### src/rtl/result_uart_tx.sv
// result_uart_tx
//   Streams filter result samples out of an 8N1 UART in framed form:
//   header 0xA5, then FRAME_LEN samples as HI/LO byte pairs, then an
//   8-bit XOR checksum over all sample bytes.
//
// Parameters
//   DATA_W    : filter sample width (1..16), zero-extended to 16 bits
//   CLK_DIV   : clock cycles per UART bit (>= 2)
//   FRAME_LEN : samples per frame (1..255)
//
// Ports
//   clk          : system clock, rising edge
//   reset_lo     : asynchronous active-low reset
//   tx_en        : level; frames are sent back-to-back while high
//   filter_vaild : sample request to the filter output FIFO (REQ state only)
//   filter_ready : filter_data valid this cycle
//   filter_data  : filter result sample
//   txd          : UART serial line, idle high
//   busy         : high whenever the FSM is not idle
//   frame_done   : one-cycle pulse at the end of each frame
module result_uart_tx #(
   parameter int unsigned DATA_W    = 16,
   parameter int unsigned CLK_DIV   = 434,
   parameter int unsigned FRAME_LEN = 64
) (
   input  logic              clk,
   input  logic              reset_lo,
   input  logic              tx_en,
   output logic              filter_vaild,
   input  logic              filter_ready,
   input  logic [DATA_W-1:0] filter_data,
   output logic              txd,
   output logic              busy,
   output logic              frame_done
);

   localparam int unsigned       BAUD_W      = (CLK_DIV > 1) ? $clog2(CLK_DIV) : 1;
   localparam logic [BAUD_W-1:0] BAUD_LAST   = BAUD_W'(CLK_DIV - 1);
   localparam logic [3:0]        BIT_LAST    = 4'd9;
   localparam logic [7:0]        FRAME_LEN_8 = 8'(FRAME_LEN);
   localparam logic [7:0]        HDR_BYTE    = 8'hA5;

   typedef enum logic [2:0] {
      IDLE,
      HDR,
      REQ,
      HI,
      LO,
      CSUM,
      DONE
   } state_t;

   state_t state;
   state_t state_nxt;

   logic [BAUD_W-1:0] baud_cnt;
   logic [3:0]        bit_cnt;
   logic [7:0]        sample_cnt;
   logic [15:0]       holding;
   logic [7:0]        csum;

   logic [15:0]       data_ext;
   logic              xfer;
   logic              in_byte;
   logic              byte_end;
   logic [7:0]        tx_byte;
   logic              line_nxt;

   // ------------------------------------------------------------------
   // Handshake and byte timing helpers
   // ------------------------------------------------------------------
   always_comb begin
      data_ext               = '0;
      data_ext[DATA_W-1:0]   = filter_data;
   end

   assign xfer     = (state == REQ) && filter_ready;
   assign in_byte  = (state == HDR) || (state == HI) || (state == LO) || (state == CSUM);
   assign byte_end = in_byte && (bit_cnt == BIT_LAST) && (baud_cnt == BAUD_LAST);

   // ------------------------------------------------------------------
   // FSM: state register
   // ------------------------------------------------------------------
   always_ff @(posedge clk or negedge reset_lo) begin
      if (!reset_lo) begin
         state <= IDLE;
      end else begin
         state <= state_nxt;
      end
   end

   // ------------------------------------------------------------------
   // FSM: next-state logic
   // ------------------------------------------------------------------
   always_comb begin
      state_nxt = state;
      unique case (state)
         IDLE: begin
            if (tx_en) begin
               state_nxt = HDR;
            end
         end
         HDR: begin
            if (byte_end) begin
               state_nxt = REQ;
            end
         end
         REQ: begin
            if (xfer) begin
               state_nxt = HI;
            end
         end
         HI: begin
            if (byte_end) begin
               state_nxt = LO;
            end
         end
         LO: begin
            // sample_cnt already includes the sample being sent
            if (byte_end) begin
               state_nxt = (sample_cnt < FRAME_LEN_8) ? REQ : CSUM;
            end
         end
         CSUM: begin
            if (byte_end) begin
               state_nxt = DONE;
            end
         end
         DONE: begin
            state_nxt = tx_en ? HDR : IDLE;
         end
         default: begin
            state_nxt = IDLE;
         end
      endcase
   end

   // ------------------------------------------------------------------
   // FSM: outputs
   // ------------------------------------------------------------------
   always_comb begin
      filter_vaild = 1'b0;
      busy         = 1'b1;
      frame_done   = 1'b0;
      unique case (state)
         IDLE:    busy         = 1'b0;
         REQ:     filter_vaild = 1'b1;
         DONE:    frame_done   = 1'b1;
         default: ;
      endcase
   end

   // ------------------------------------------------------------------
   // Byte source and serial bit selection
   // ------------------------------------------------------------------
   always_comb begin
      tx_byte = '0;
      unique case (state)
         HDR:     tx_byte = HDR_BYTE;
         HI:      tx_byte = holding[15:8];
         LO:      tx_byte = holding[7:0];
         CSUM:    tx_byte = csum;
         default: tx_byte = '0;
      endcase
   end

   // Bit slot 0 is the start bit, 1..8 the data LSB first, 9 the stop bit.
   // txd is registered from this, which gives the one-cycle latency after
   // entering a byte state and lets the next byte start with no gap.
   always_comb begin
      line_nxt = 1'b1;
      if (in_byte) begin
         if (bit_cnt == 4'd0) begin
            line_nxt = 1'b0;
         end else if (bit_cnt == BIT_LAST) begin
            line_nxt = 1'b1;
         end else begin
            line_nxt = tx_byte[3'(bit_cnt - 4'd1)];
         end
      end
   end

   // ------------------------------------------------------------------
   // Baud and bit counters (idle at zero outside byte states)
   // ------------------------------------------------------------------
   always_ff @(posedge clk or negedge reset_lo) begin
      if (!reset_lo) begin
         baud_cnt <= '0;
         bit_cnt  <= '0;
      end else if (!in_byte) begin
         baud_cnt <= '0;
         bit_cnt  <= '0;
      end else if (baud_cnt == BAUD_LAST) begin
         baud_cnt <= '0;
         bit_cnt  <= (bit_cnt == BIT_LAST) ? 4'd0 : bit_cnt + 4'd1;
      end else begin
         baud_cnt <= baud_cnt + 1'b1;
      end
   end

   // ------------------------------------------------------------------
   // Serial line, sample holding, sample counter and checksum
   // ------------------------------------------------------------------
   always_ff @(posedge clk or negedge reset_lo) begin
      if (!reset_lo) begin
         txd        <= 1'b1;
         holding    <= '0;
         sample_cnt <= '0;
         csum       <= '0;
      end else begin
         txd <= line_nxt;

         if (state == HDR) begin
            sample_cnt <= '0;
            csum       <= '0;
         end

         if (xfer) begin
            holding    <= data_ext;
            sample_cnt <= sample_cnt + 8'd1;
         end

         if (byte_end && ((state == HI) || (state == LO))) begin
            csum <= csum ^ tx_byte;
         end
      end
   end

endmodule

### config.mk
export PLATFORM = sky130hd
export DESIGN_NAME = result_uart_tx
export DESIGN_NICKNAME = d
export VERILOG_FILES = /design/src/rtl/result_uart_tx.sv
export SDC_FILE = /design/constraint.sdc
export NUM_CORES = 1
export LEC_CHECK = 0
export ABC_AREA = 1
export CORE_MARGIN = 5
export CORE_UTILIZATION = 52
export CTS_BUF_LIST = sky130_fd_sc_hd__clkbuf_2
export DETAILED_ROUTE_END_ITERATION = 16
export MAX_ROUTING_LAYER = met4
export PLACE_DENSITY = 0.73
export SYNTH_ARGS = -nofsm -noshare
export SYNTH_HDL_FRONTEND = slang
export SYNTH_SLANG_ARGS = --single-unit
export TNS_END_PERCENT = 20
### constraint.sdc
create_clock -name clk -period 2.9 [get_ports clk]
set_input_delay 0.725 -clock clk [delete_from_list [all_inputs] [get_ports clk]]
set_output_delay 0.725 -clock clk [all_outputs]
set_load 0.01 [all_outputs]
==> summary.txt <==
antenna-violating nets left = 0
largest net degree at the start of global routing = 50
clock buffer depth = 2
postcts setup bufs = 0
Clock transition at path regs = 0.26 ns
Die Ht = 81.54 um
most common cell in the netlist = nand2_1
Crit Path Category = flop to primary output
port bufs = 23
top-area cell type share of the netlist area = 45.13%
Max IR drop VDD = 201.5 uV
max_slew headroom = 59.87%
all-layer global routing usage = 19.82%
Syn Area/Cell = 8.239 um^2
data required time of the worst path = 2.17 ns
DR iter-0 viols = 207
Layout area overhead = 12.32%
Final Cycle Share = 87.53%
clock sinks = 49
grt ovf = 0
vias in the first global route = 2174
Total Power = 0.001053 W
fin nets = 374
first-pass GRT wire length = 9942 um
Worst R2R Setup Slack = 0.84 ns
Async S/R FF share, synth = 100.0%
fin. max-slew vios = 0
proportion of layout cells with a drive suffix above 1 = 8.908%
Post-Route WL = 5585 um
clk_skew = 0.02258 ns
cts repair resizes = 0
max-cap violation count = 0
crit end category = primary output
# hold bufs at CTS = 0
Worst Path Max Fanout = 13
initial antenna violation count = 0
Yosys cell types = 35
CTS buffer count = 5
DRT Pass-1 Iters = 4
placer congestion estimate = 0.8536
HP Class = primary input to async pin
Synth Instances = 323
Die W = 81.54 um
Core Region = 5042 um^2
post-detail-place hpwl = 4165 um
Vias/cell = 5.349
Root Buffer = clkbuf_2
top post-synthesis cells by count = nand2_1 (80), dfrtp_1 (48), nand3_1 (37), inv_1 (29), nand4_1 (20)
sequential element share of the synthesized area = 46.12%
post-synthesis register bit count = 49
Worst Setup Start Kind = flop
filler instances = 466
achievable clock frequency = 394.0 MHz
final hold vios = 0
Tmin final = 2.538 ns
CTS tree = built
Worst Tran Pin Value = 0.6020 ns
PD cells = 352.4 nW/um^2
detailed-route via count = 2236
initial core utilization = 52.78%
std cell rows = 26
Synth area leaders = dfrtp_1 (45%), nand2_1 (11%), nand3_1 (7.0%)
critical path arrival = 1.81 ns
Synthesized Nets = 350
Final setup viols = 0
RSZ-0062 raised after global routing = false
Skew-Pair Late Insertion Delay = 0.43 ns
setup TNS = 0 ns
Routed wire per std cell = 13.36 um
ys flop type = dfrtp_1
Diodes inserted = 0
Post-Syn Area = 2661 um^2
io pins = 24
outcome = completed
EDFF count, synth = 0
P_leak = 1.413 nW
Synth area leader = dfrtp_1
Ys Warns = 0
number of H-tree levels = 2
Die ar. = 6649 um^2
Remaining DRCs = 0
-- cells by family (layout without fill, tap and decap cells) --
family / Yosys count / after routing / share of synthesized area, %
fa+ha+maj: 7 / 7 / 3.291
flops: 49 / 49 / 46.12
buf+inv: 44 / 69 / 7.240
mux: 2 / 2 / 0.7523
compound gates: 37 / 37 / 8.087
simple gates: 173 / 173 / 30.89
xor+xnor: 11 / 11 / 3.620
-- cell type report --
class	instances	area, um^2	area share (%)
Tap cell	70	87.58	2.930
Clock buffer	5	25.02	0.8372
Sequential cell	49	1227	41.06
Multi-Input combinational cell	230	1241	41.52
Timing Repair Buffer	29	270.3	9.041
Inverter	32	120.1	4.018
Clock inverter	3	17.52	0.5860
-- layout by cell type (no fill, tap or decap), types with 2 or more instances in the layout --
cell type,netlist,routed
a211oi_1,2,2
o21ai_0,13,13
buf_4,3,6
clkdlybuf4s50_1,0,22
nor2_4,2,2
nand2_2,4,4
ha_1,7,7
o21ai_1,8,8
mux2i_1,2,2
clkbuf_2,0,5
xnor2_1,5,5
nor2_1,19,19
a21oi_1,7,7
nand4_1,20,20
nor2_2,2,2
o22ai_1,2,2
nand3_1,37,37
inv_1,29,29
nor3_1,4,4
inv_2,3,3
dfrtp_1,48,48
xor2_1,6,6
nand2_1,80,80
-- metrics by stage --
step / setup slack, ns / std cells / instance area, um^2 / util (%) / hold slack, ns
floorplan: 1.123 / 323 / 2661 / - / 0.4294
global placement: 0.7987 / 410 / 2947 / 58.44 / 0.4616
detailed placement: 0.7723 / 410 / 2947 / 58.44 / 0.4660
CTS: 0.3321 / 418 / 2989 / 59.28 / 0.3423
global route: 0.2296 / 418 / 2989 / 59.28 / 0.3536
finish: 0.3617 / 418 / 2989 / 59.28 / 0.3173
-- metal layers --
metal / part of all wire (%) / up-vias / GRT usage (%)
li1: - / 1121 / -
met1: 47 / 1057 / 26.53
met2: 46 / 51 / 31.03
met3: 5.7 / 7 / 3.838
met4: 1.1 / 0 / 5.068
met5: 0 / - / -
-- state kept, by name, indices dropped and copies added, names as in the netlist --
| register | flops |
|---|---|
| baud_cnt | 9 |
| bit_cnt | 4 |
| csum | 8 |
| holding | 16 |
| sample_cnt | 8 |
| state | 3 |
| txd | 1 |
-- where the power goes --
group	internal (W)	switching, W
clock	0.0000575	0.000222
sequential	0.000698	0.00000909
combinational	0.0000351	0.0000319
total	0.000790	0.000263
-- final timing paths --
check                         startpoint  cells after the start            end
max                             state[1]                      4   filter_vaild
max in group asynchronous       reset_lo                      2  sample_cnt[4]
max reg2reg                     state[0]                      6  sample_cnt[3]
min in group clk           sample_cnt[7]                      1  sample_cnt[7]
min                             reset_lo                      2        csum[3]
min reg2reg                sample_cnt[7]                      1  sample_cnt[7]
-- worst max-delay path, stage by stage, from the launching register on --
cell and delay (ns):
dfrtp_1 0.42, buf_4 0.23, nand2_2 0.10, inv_1 0.08
clkdlybuf4s50_1 0.53
No activity file was read; power rests on OpenSTA's default activity.
